$ cat src/rtl/t04_fb_pkg.sv
// Shared constants and state encoding for the 1-bpp framebuffer writer.
// The CLR state exists only when T04_FB_CLEAR_EN is defined.
package t04_fb_pkg;

    localparam logic [31:0] FB_BASE        = 32'h3E80;
    localparam int unsigned H_PIXELS       = 640;
    localparam int unsigned V_PIXELS       = 480;
    localparam int unsigned BITS_PER_WORD  = 32;
    localparam int unsigned WORDS_PER_LINE = H_PIXELS / BITS_PER_WORD;
    localparam int unsigned FB_WORDS       = V_PIXELS * WORDS_PER_LINE;

`ifdef T04_FB_CLEAR_EN
    typedef enum logic [2:0] {
        ST_IDLE,
        ST_ARB,
        ST_RD,
        ST_WR,
        ST_CLR
    } fb_state_t;
`else
    typedef enum logic [2:0] {
        ST_IDLE,
        ST_ARB,
        ST_RD,
        ST_WR
    } fb_state_t;
`endif

endpackage

$ cat src/rtl/t04_fb_addr_gen.sv
// Combinational pixel-to-SRAM mapping: word address, bit index (MSB = leftmost
// pixel) and visible-area range check.
module t04_fb_addr_gen
    import t04_fb_pkg::*;
(
    input  logic [9:0]  x,
    input  logic [9:0]  y,
    output logic [31:0] word_addr,
    output logic [4:0]  bit_idx,
    output logic        in_range
);

    logic [31:0] index;

    always_comb begin
        index     = 32'(y) * 32'(WORDS_PER_LINE) + 32'(x[9:5]);
        word_addr = FB_BASE + index;
        bit_idx   = 5'd31 - x[4:0];
        in_range  = (32'(x) < 32'(H_PIXELS)) && (32'(y) < 32'(V_PIXELS));
    end

endmodule

$ cat src/rtl/t04_framebuffer_writer.sv
// Pixel draw requests applied to the SRAM framebuffer by read-modify-write,
// only while VGA is idle. Optional frame fill under T04_FB_CLEAR_EN.
module t04_framebuffer_writer
    import t04_fb_pkg::*;
(
    input  logic        clk,
    input  logic        rst,
    input  logic        pix_valid,
    output logic        pix_ready,
    input  logic [9:0]  pix_x,
    input  logic [9:0]  pix_y,
    input  logic        pix_color,
`ifdef T04_FB_CLEAR_EN
    input  logic        clear_req,
    input  logic        clear_color,
`endif
    input  logic [1:0]  vga_state,
    input  logic        mem_ack,
    input  logic [31:0] data_from_SRAM,
    output logic [31:0] SRAM_address,
    output logic [31:0] data_to_SRAM,
    output logic        read,
    output logic        write,
    output logic [3:0]  byte_select_out,
    output logic        busy,
    output logic        pix_dropped
);

    fb_state_t   state;
    logic [31:0] gen_addr;
    logic [4:0]  gen_bit;
    logic        gen_in_range;

    logic [31:0] addr_q;
    logic [4:0]  bit_q;
    logic        color_q;
`ifdef T04_FB_CLEAR_EN
    logic [13:0] clr_cnt;
    logic        clr_color_q;
`endif

    function automatic logic [31:0] put_bit(input logic [31:0] word,
                                            input logic [4:0]  idx,
                                            input logic        val);
        logic [31:0] r;
        r      = word;
        r[idx] = val;
        return r;
    endfunction

    t04_fb_addr_gen u_addr_gen (
        .x         (pix_x),
        .y         (pix_y),
        .word_addr (gen_addr),
        .bit_idx   (gen_bit),
        .in_range  (gen_in_range)
    );

    assign pix_ready       = (state == ST_IDLE) && !rst;
    assign byte_select_out = {4{read | write}};

    // Request payload; only meaningful once the FSM has left IDLE.
    always_ff @(posedge clk) begin
        if (state == ST_IDLE) begin
            addr_q  <= gen_addr;
            bit_q   <= gen_bit;
            color_q <= pix_color;
`ifdef T04_FB_CLEAR_EN
            clr_color_q <= clear_color;
`endif
        end
    end

    always_ff @(posedge clk) begin
        if (rst) begin
            state        <= ST_IDLE;
            read         <= 1'b0;
            write        <= 1'b0;
            busy         <= 1'b0;
            pix_dropped  <= 1'b0;
            SRAM_address <= 32'd0;
            data_to_SRAM <= 32'd0;
`ifdef T04_FB_CLEAR_EN
            clr_cnt      <= 14'd0;
`endif
        end else begin
            pix_dropped <= 1'b0;
            case (state)
                ST_IDLE: begin
`ifdef T04_FB_CLEAR_EN
                    if (clear_req) begin
                        state   <= ST_CLR;
                        busy    <= 1'b1;
                        clr_cnt <= 14'd0;
                    end else
`endif
                    if (pix_valid) begin
                        if (gen_in_range) begin
                            state <= ST_ARB;
                            busy  <= 1'b1;
                        end else begin
                            pix_dropped <= 1'b1;
                        end
                    end
                end
                ST_ARB: begin
                    if (vga_state == 2'd0) begin
                        SRAM_address <= addr_q;
                        read         <= 1'b1;
                        state        <= ST_RD;
                    end
                end
                ST_RD: begin
                    if (read && mem_ack) begin
                        data_to_SRAM <= put_bit(data_from_SRAM, bit_q, color_q);
                        read         <= 1'b0;
                        write        <= 1'b1;
                        state        <= ST_WR;
                    end
                end
                ST_WR: begin
                    if (write && mem_ack) begin
                        write <= 1'b0;
                        busy  <= 1'b0;
                        state <= ST_IDLE;
                    end
                end
`ifdef T04_FB_CLEAR_EN
                // VGA is re-checked before every fill word, never mid-access.
                ST_CLR: begin
                    if (!write) begin
                        if (vga_state == 2'd0) begin
                            SRAM_address <= FB_BASE + 32'(clr_cnt);
                            data_to_SRAM <= {32{clr_color_q}};
                            write        <= 1'b1;
                        end
                    end else if (mem_ack) begin
                        write <= 1'b0;
                        if (clr_cnt == 14'(FB_WORDS - 1)) begin
                            busy  <= 1'b0;
                            state <= ST_IDLE;
                        end else begin
                            clr_cnt <= clr_cnt + 14'd1;
                        end
                    end
                end
`endif
                default: begin
                    read  <= 1'b0;
                    write <= 1'b0;
                    busy  <= 1'b0;
                    state <= ST_IDLE;
                end
            endcase
        end
    end

endmodule

$ cat config.mk
export PLATFORM = sky130hd
export DESIGN_NAME = t04_framebuffer_writer
export DESIGN_NICKNAME = d
export VERILOG_FILES = /design/src/rtl/t04_fb_pkg.sv /design/src/rtl/t04_fb_addr_gen.sv /design/src/rtl/t04_framebuffer_writer.sv
export SDC_FILE = /design/constraint.sdc
export NUM_CORES = 1
export LEC_CHECK = 0
export CORE_ASPECT_RATIO = 0.6
export CORE_MARGIN = 1
export CORE_UTILIZATION = 40
export DETAILED_ROUTE_END_ITERATION = 10
export DONT_BUFFER_PORTS = 1
export PLACE_DENSITY = 0.65
export SYNTH_ARGS = -nofsm -noshare
export SYNTH_HDL_FRONTEND = slang
export SYNTH_SLANG_ARGS = --single-unit
$ cat constraint.sdc
create_clock -name clk -period 7.88 [get_ports clk]
set_input_delay 1.182 -clock clk [delete_from_list [all_inputs] [get_ports clk]]
set_output_delay 1.182 -clock clk [all_outputs]
set_load 0.01 [all_outputs]
# Yosys cells after proc, flatten, opt, wreduce, memory -nomap -nowiden

Cells that the tools add are included.

Flip-flop bits (word level): 109
Output and inout bits: 73
Word-level logic and storage cells: 69

Add/sub/neg operators: 3
$mul: 1
Magnitude comparators: 4
Eq/ne operators: 8
Multiplexer cells: 19
Bitwise gates (word level): 6
Reduce and logical (&&, ||, !) cells: 18

Operator list:

| operator                 | number |
|---|---|
| $add A14 B32 Y32 const A | 1 |
| $bwmux W32               | 1 |
| $add A15 B5 Y16          | 1 |
| $mux W3                  | 5 |
| $mul A10 B3 Y13 const B  | 1 |
| $pmux W3 S4              | 1 |
| $lt A10 B10 Y1 const B   | 1 |
| $lt A10 B9 Y1 const B    | 1 |
| $ne A2 B2 Y1 const B     | 5 |
| $pmux W1 S3              | 3 |
| $mux W1                  | 8 |
| $eq A3 B2 Y1 const B     | 2 |
| $lt A5 B6 Y1 const B     | 1 |
| $reduce_and A3 Y1        | 2 |
| $reduce_or A2 Y1         | 3 |
| $demux W1 S5             | 1 |
| $ge A5 B1 Y1 const B     | 1 |
| $logic_and A1 B1 Y1      | 5 |
| $not A1 Y1               | 5 |
| $reduce_and A5 Y1        | 1 |
| $sub A5 B5 Y5 const A    | 1 |
| $reduce_and A2 Y1        | 2 |
| $reduce_and A4 Y1        | 1 |
| $eq A3 B1 Y1 const B     | 1 |
| other kinds (5)          | 5 |

# Depth between registers and ports, before layout

Gate-level depths: netlist of the first run.

Depth after elaboration: 5
Gate-level depth with buffers: 13
Mapped depth without buffers: 12

# Modules after synthesis

A second synthesis of the first run with hierarchy kept.

Cells, all modules: 562
Area, all modules: 5235.0 µm²

By module, submodules not included:

| module                 | times used | cells each | area an instance (µm²) | sequential area each (µm²) |
|---|---|---|---|---|
| t04_framebuffer_writer | 1          | 421        | 4169.0                 | 2542.4 |
| t04_fb_addr_gen        | 1          | 141        | 1066.0                 | 0.0 |

# Least setup slack after synthesis of the first run

OpenSTA, ideal clock, no wires.

Kind: input-to-reg
Start: input pix_y[1]
End: register addr_q[11] (data pin)
Setup time: 0.271 ns
Arrival: 4.039 ns
Required time: 7.609 ns
Path slack: 3.570 ns
Cell stages on the path: 12
Cell sequence: ha_1 ha_1 inv_1 fa_1 nand2b_1 nor3_2 or4b_2 xor2_1 nor2b_1 nor2_1 a221oi_1 xor2_1

Cells in the longest elaborated chain, start to end: 3

Ends and longest elaborated chain:

| item                   | RTL line                     | RTL |
|---|---|---|
| start: declaration     | t04_framebuffer_writer.sv:11 | `input logic [9:0] pix_y,` |
| $mul A10 B3 Y13        | t04_fb_addr_gen.sv:16        | `index = 32'(y) * 32'(WORDS_PER_LINE) + 32'(x[9:5]);` |
| $add A15 B5 Y16        | t04_fb_addr_gen.sv:16        |  |
| $add A14 B32 Y32       | t04_fb_addr_gen.sv:17        | `word_addr = FB_BASE + index;` |
| net gen_addr[11]       | t04_framebuffer_writer.sv:30 | `logic [31:0] gen_addr;` |
| end signal: assignment | t04_framebuffer_writer.sv:65 | `addr_q <= gen_addr;` |
| end: declaration       | t04_framebuffer_writer.sv:34 | `logic [31:0] addr_q;` |

The timed path passes the listed nets, and every way through them passes these cells.
A chain may end at the register's enable or synchronous reset.

# Final worst setup path of the first run

Same ends and word-level chain as after synthesis.

==> results of run 1 <==
[cells by family after synthesis]
group                      Yosys count
buffers and inverters               61
adders and majority gates           26
muxes                               12
other                                1
DFF                                 78
AOI/OAI and AO/OA                  100
and+or+nand+nor                    209
xor gates and xnor gates            19
[critical path, stage by stage]
cell	delay, ns
ha_1	0.27
ha_1	0.23
inv_1	0.08
fa_1	0.47
nand2b_1	0.20
nor3_2	0.28
or4b_2	0.63
xor2_1	0.22
nor2b_1	0.26
nor2_1	0.06
a221oi_1	0.25
xor2_1	0.11
[layer usage]
layer	share of wire	wire length, µm	up-vias	track usage
met1	0.49	5040	1609	0.261
li1	-	-	1731	-
met3	0.084	869	7	0.0431
met5	0	0	-	0
met2	0.42	4310	115	0.268
met4	0.0084	86	0	0.0464
[worst min-delay path by stage]
| stage | slack (ns) | end |
|---|---|---|
| finish | 0.50 | SRAM_address[6] |
| detailed placement | 0.48 | SRAM_address[11] |
| CTS | 0.50 | SRAM_address[5] |
| global placement | 0.48 | SRAM_address[9] |
| global route | 0.53 | SRAM_address[13] |
| floorplan | 0.47 | SRAM_address[0] |
[power groups by stage]
stage	registers, mW	clock network, mW	logic (mW)
after floorplan	0.555	0	0.314
after global placement	0.594	0	0.346
after detailed placement	0.597	0	0.354
after CTS	0.590	0.481	0.356
after global routing	0.602	0.496	0.401
final	0.590	0.470	0.355
[registers in the layout, summed over array words and instances, names as in the netlist]
name and flops:
data_to_SRAM 32, SRAM_address 17, addr_q 17, bit_q 5, state 2, busy 1, color_q 1, pix_dropped 1
read 1, write 1
[cells in the mapped netlist (3+ instances only)]
library cell,instances
mux2i_1,12
buf_1,6
buf_4,19
or2_2,3
a21oi_1,25
xnor2_1,9
a311oi_1,24
clkbuf_1,17
dfxtp_1,55
nand2_1,80
a211oi_1,12
inv_1,18
nand3b_1,4
nor2_1,60
nand2b_1,4
o21ai_0,16
edfxtp_1,23
ha_1,24
nor2b_1,7
nand3_1,21
nor3_1,9
xor2_1,9
nor3b_1,5
[final cells by class]
cell class	count	area share
multi-input combinational	382	0.501
sequential	78	0.376
clock buffer	12	0.0517
tap	139	0.0365
clock inverter	4	0.0199
inverter	18	0.0142
timing repair buffer	1	0.00157
[stage by stage]
| stage | cell area [µm²] | setup slack [ns] |
|---|---|---|
| 2_1_floorplan | 4480 | 3.57 |
| 3_5_place_dp | 4430 | 3.35 |
| 4_1_cts | 4770 | 3.68 |
| 5_1_grt | 4770 | 3.48 |
| 3_3_place_gp | 4430 | 3.45 |
| 6_report | 4770 | 3.68 |
==> summary.md, run 1 <==
| Metric | Value |
|---|---|
| Outcome | completed |
| Clk_lat worst skew | 0.32 ns |
| Final WL | approximately 10,000 µm |
| FF/Latch Area | 1790 µm² |
| Die area | about 11,000 µm² |
| Mapped Avg Cell Area | 8.74 µm² |
| Wire per inst | 16.2 µm |
| Post-Layout Cell Count | 634 |
| CTS sink count | slightly below 80 |
| Critical Path Start Type | input pin |
| Final core occ | 0.447 |
| Vias in the first global route | 3,231 |
| H-tree Lvls | 3 |
| Worst-margin pin slew | roughly 1.1 ns |
| Fmax | about 240 MHz |
| LEAKAGE | around 1.7 nW |
| Top FF cell, synth | dfxtp_1 |
| Multi-input logic area | about 2400 µm² |
| Yosys warns | 0 |
| Slew Viols, Final | 0 |
| Simple-gate portion of the synthesized area | 0.217 |
| Switching pwr | 0.463 mW |
| Grt ovf | 0 |
| Clk pwr share | 0.332 |
| Setup Total Neg Slack | 0 ns |
| Layout cell share with drive strength beyond 1 | 0.0646 |
| RD Place Congestion | a little under 0.9 |
| Final Hold Fails | 0 |
| Cell taking the most area after synthesis | dfxtp_1 |
| Hold Path Cell Cnt | 2 |
| Data arrival, critical path | about 4.3 ns |
| CTS clk-pin slew, worst paths | 0.06 ns |
| Slew headroom | 0.293 |
| Die height | 83.5 µm |
| Critical Path RT | 7.94 ns |
| Synth Area in Compound Gates | 0.165 |
| Tightest Hold Check Type | reg -> reg |
| R2R cell count | 5 |
| Main combinational cell family by area after synthesis | simple AND/OR/NAND/NOR gates |
| CTS tree | yes |
| Post-synthesis instance total | 506 |
| Largest fanout on the critical path | 4 |
| Crit path from | pix_y[1] |
| Endpoints failing setup | 0 |
| Core ar. | 10,700 µm² |
| Overall Power | about 1.4 mW |
| # fillers | approximately 1,100 |
| Yosys top cell area share | 0.249 |
| Setup repair bufs after CTS | 0 |
| Most frequent cells in the layout | nand2_1, nor2_1, dfxtp_1 |
| Post-synth EDFFs | 23 |
| Root Buffer Master | clkbuf_16 |
| Initial DRC Count | 225 |
| Vias/cell | 5.46 |
| Max Cap Viol | 0 |
| Crit end category | flop |
| Netlist cell types | 58 |
| Combinational fraction of design power | 0.251 |
| Row cnt | 29 |
| Antenna diode count | 0 |
| WS Path Type | in -> reg |
| Final Skew | 0.00665 ns |
| TritonCTS Buffers | 9 |
| Top Ports | between 100 and 150 |
| Internal power | 0.952 mW |
| Hold Buf Count CTS | 0 |
| Peak VDD IR | 0.133 mV |
| R2R setup slack | between 5 and 6 ns |
| Xor/xnor share of the synthesized area | 0.0393 |
| Routed Antenna Nets | 0 |
| Largest net degree at the start of global routing | 65 |
| Placed cells | 618 |
| DRC | 0 |
| Commonest non-fill, non-tap cell in the layout | nand2_1 |
| DIE WIDTH | about 140 µm |
| First-pass GRT wire length | 16,400 µm |
| Vias | 3,462 |
| Yosys reg bits | 78 |
| Initial antenna violation count | 0 |
| Period minus WS final | 4.20 ns |
| FFs w/ async S/R, synth | 0 |
| All-Layer GR Usage | 0.181 |
| Mux cell area share after synthesis | 0.0272 |
| Pwr dens | 297 nW/µm² |
| Final period util | 0.533 |
| Hold Crit Start | addr_q[6] |
| Top post-synthesis cells by area | dfxtp_1, edfxtp_1, ha_1 |
| Worst flop-to-flop path endpoint | data_to_SRAM[12] |
| Register share of total power | 0.417 |
| R2R Path Start | state[0] |
| Worst Setup EP | addr_q[11] |
| Post-CTS Resized | 0 |
| RSZ-0062 raised after global routing | no |
| PortBufs | 0 |
| Sequential area share after synthesis | 0.405 |
| Clock Path Buffers | 2 |
| Synth-to-Final Area Change | 7.84% |
| DP HPWL | roughly 7600 µm |
| Cell Area, Synth | about 4400 µm² |
| Hold slack | 0.496 ns |
| Sw Ratio | 0.327 |
| Drt pass-1 iters | 4 |
| Final Net Count | 575 |
| Synthesized-area fraction occupied by adder cells | 0.0769 |
| Initial core utilization | 0.415 |
(Power assumes the default switching activity.)
==> run 2: changes to the inputs <==
- PLACE_DENSITY: 0.65 -> 0.67
- clock period: 7.88 -> 3.6 ns (I/O delays scaled with it)
==> run 2 against run 1 <==
Effect of this change:
- critical path type unchanged
- global-route usage fell by 0.10 points
- sequential power rose by 120%
- critical endpoint is now addr_q[14]
- count of clock-buffer cells in the layout did not move
- total power rose by 110%
- cell area rose by 0.52%
- via count rose by 1.1%
==> summary.md, run 2 (synthesized netlist as in run 1, its figures left out) <==
| Metric | Value |
|---|---|
| LEAKAGE | between 1.5 and 2 nW |
| Post-route setup slack | 0.376 ns |
| Peak VDD IR | 0.340 mV |
| DRC | 0 |
| Core ar. | approximately 11,000 µm² |
| Setup Total Neg Slack | 0 ns |
| Final Hold Fails | 0 |
| DIE WIDTH | 138 µm |
| PortBufs | 0 |
| CP max-delay cell | o221a_2 |
| Largest net degree at the start of global routing | 65 |
| Final period util | 0.896 |
| Post-CTS Resized | 0 |
| Final WL | 10,100 µm |
| WS Path Type | in -> reg |
| Most frequent cells in the layout | nand2_1, nor2_1, dfxtp_1 |
| Vias | 3,500 |
| Row cnt | 29 |
| Data arrival, critical path | between 3 and 4 ns |
| RSZ-0062 raised after global routing | no |
| All-Layer GR Usage | 0.180 |
| Largest fanout on the critical path | 9 |
| Initial core utilization | 0.415 |
| Overall Power | 3.01 mW |
| Drt pass-1 iters | 5 |
| Setup repair bufs after CTS | 0 |
| TritonCTS Buffers | 9 |
| Pre-CTS WS | 0.00297 ns |
| Endpoints failing setup | 0 |
| RD Place Congestion | around 0.85 |
| Clk_lat worst skew | 0.33 ns |
| Root Buffer Master | clkbuf_16 |
| Crit end category | flop |
| Critical Path RT | 3.76 ns |
| CTS tree | yes |
| First-pass GRT wire length | 16,300 µm |
| Initial antenna violation count | 0 |
| Routed Antenna Nets | 0 |
| Slew Viols, Final | 0 |
| Critical path cell sequence | ha_1, ha_1, inv_1, fa_1, and2b_1, o311a_1, o311ai_2, o221a_2, nand3_1, a311oi_2, o21ai_1, a221oi_2 |
| Top Ports | 132 |
| Commonest non-fill, non-tap cell in the layout | nand2_1 |
| Layout cell share with drive strength beyond 1 | 0.0797 |
| Outcome | completed |
| Pwr dens | 628 nW/µm² |
| Tightest Hold Check Type | in -> reg |
| Critical Path Start Type | input pin |
| CTS clk-pin slew, worst paths | ~0.060 ns |
| Synth-to-Final Area Change | 8.40% |
| Die height | 83.5 µm |
| Wire per inst | approximately 16 µm |
| Antenna diode count | 0 |
| Period minus WS final | 3.22 ns |
| Top Registers | data_to_SRAM (32), SRAM_address (17), addr_q (17) |
| Slowest Stage Delay on Critical Path | 0.36 ns |
| Largest Register | data_to_SRAM |
| Max Cap Viol | 0 |
| Vias in the first global route | 3,243 |
| CP most frequent cell | ha_1 |
| Slew headroom | 0.307 |
| H-tree Lvls | 3 |
| CTS sink count | 78 |
| Hold Buf Count CTS | 0 |
| Final Skew | roughly 0.0076 ns |
| Clock Path Buffers | 2 |
| Grt ovf | 0 |
| Final Net Count | 582 |
| Vias/cell | around 5.5 |
| Worst-margin pin slew | 1.04 ns |
| Fmax | between 300 and 400 MHz |
| Initial DRC Count | 229 |
| Max reg flops | 32 |
| DP HPWL | between 7000 and 8000 µm |
| Die area | 11,500 µm² |
[run 2: changes by cell type in the layout (fill, tap and decap cells not counted), sizes merged]
cell and delta:
clkinvlp +2, bufinv -2, buf +7
[run 2: metrics by stage]
step | cell area, µm² | cells | hold slack, ns | utilization
2_1_floorplan | 4480 | 521 | 0.471 | -
3_3_place_gp | 4480 | 625 | 0.474 | 0.420
3_5_place_dp | 4480 | 625 | 0.486 | 0.420
4_1_cts | 4790 | 641 | 0.266 | 0.449
5_1_grt | 4790 | 641 | 0.265 | 0.449
6_report | 4790 | 641 | 0.282 | 0.449
[run 2: final cells by class]
class / instances / area, µm²
inverters: 18 / 67.6
flip-flops and latches: 78 / 1790
repair buffers: 8 / 60.1
clock buffers: 12 / 258
clock inverters: 4 / 53.8
well taps: 139 / 174
multi-input cells: 382 / 2390
fillers: 1024 / 5870
[run 2: routing by layer]
metal / track usage / wire length (µm) / vias up
met3: 0.0528 / 881 / 15
met4: 0.0524 / 148 / 0
met2: 0.268 / 4330 / 119
met1: 0.250 / 4740 / 1617
met5: 0 / 0 / -
li1: - / - / 1749
[run 2: worst paths after layout]
check                   startpoint               end  slack, ns  depth (start not counted)
setup / recovery          pix_y[1]        addr_q[14]       0.38                         12
hold / removal                 rst  SRAM_address[16]       0.28                          1
hold reg to reg   SRAM_address[16]  SRAM_address[16]       0.49                          2
setup reg to reg          state[0]   data_to_SRAM[8]       1.45                          5
[run 2: report_power, final]
group / switching [mW] / total, mW / internal [mW]
registers: 0.159 / 1.28 / 1.12
clock network: 0.348 / 0.929 / 0.581
logic: 0.516 / 0.802 / 0.286
[run 2: critical path, delay by kind of cell]
kind,cells,cell delay [ns]
fa+ha+maj,3,0.74
simple gates,2,0.40
compound gates,6,1.63
buf+inv,1,0.07
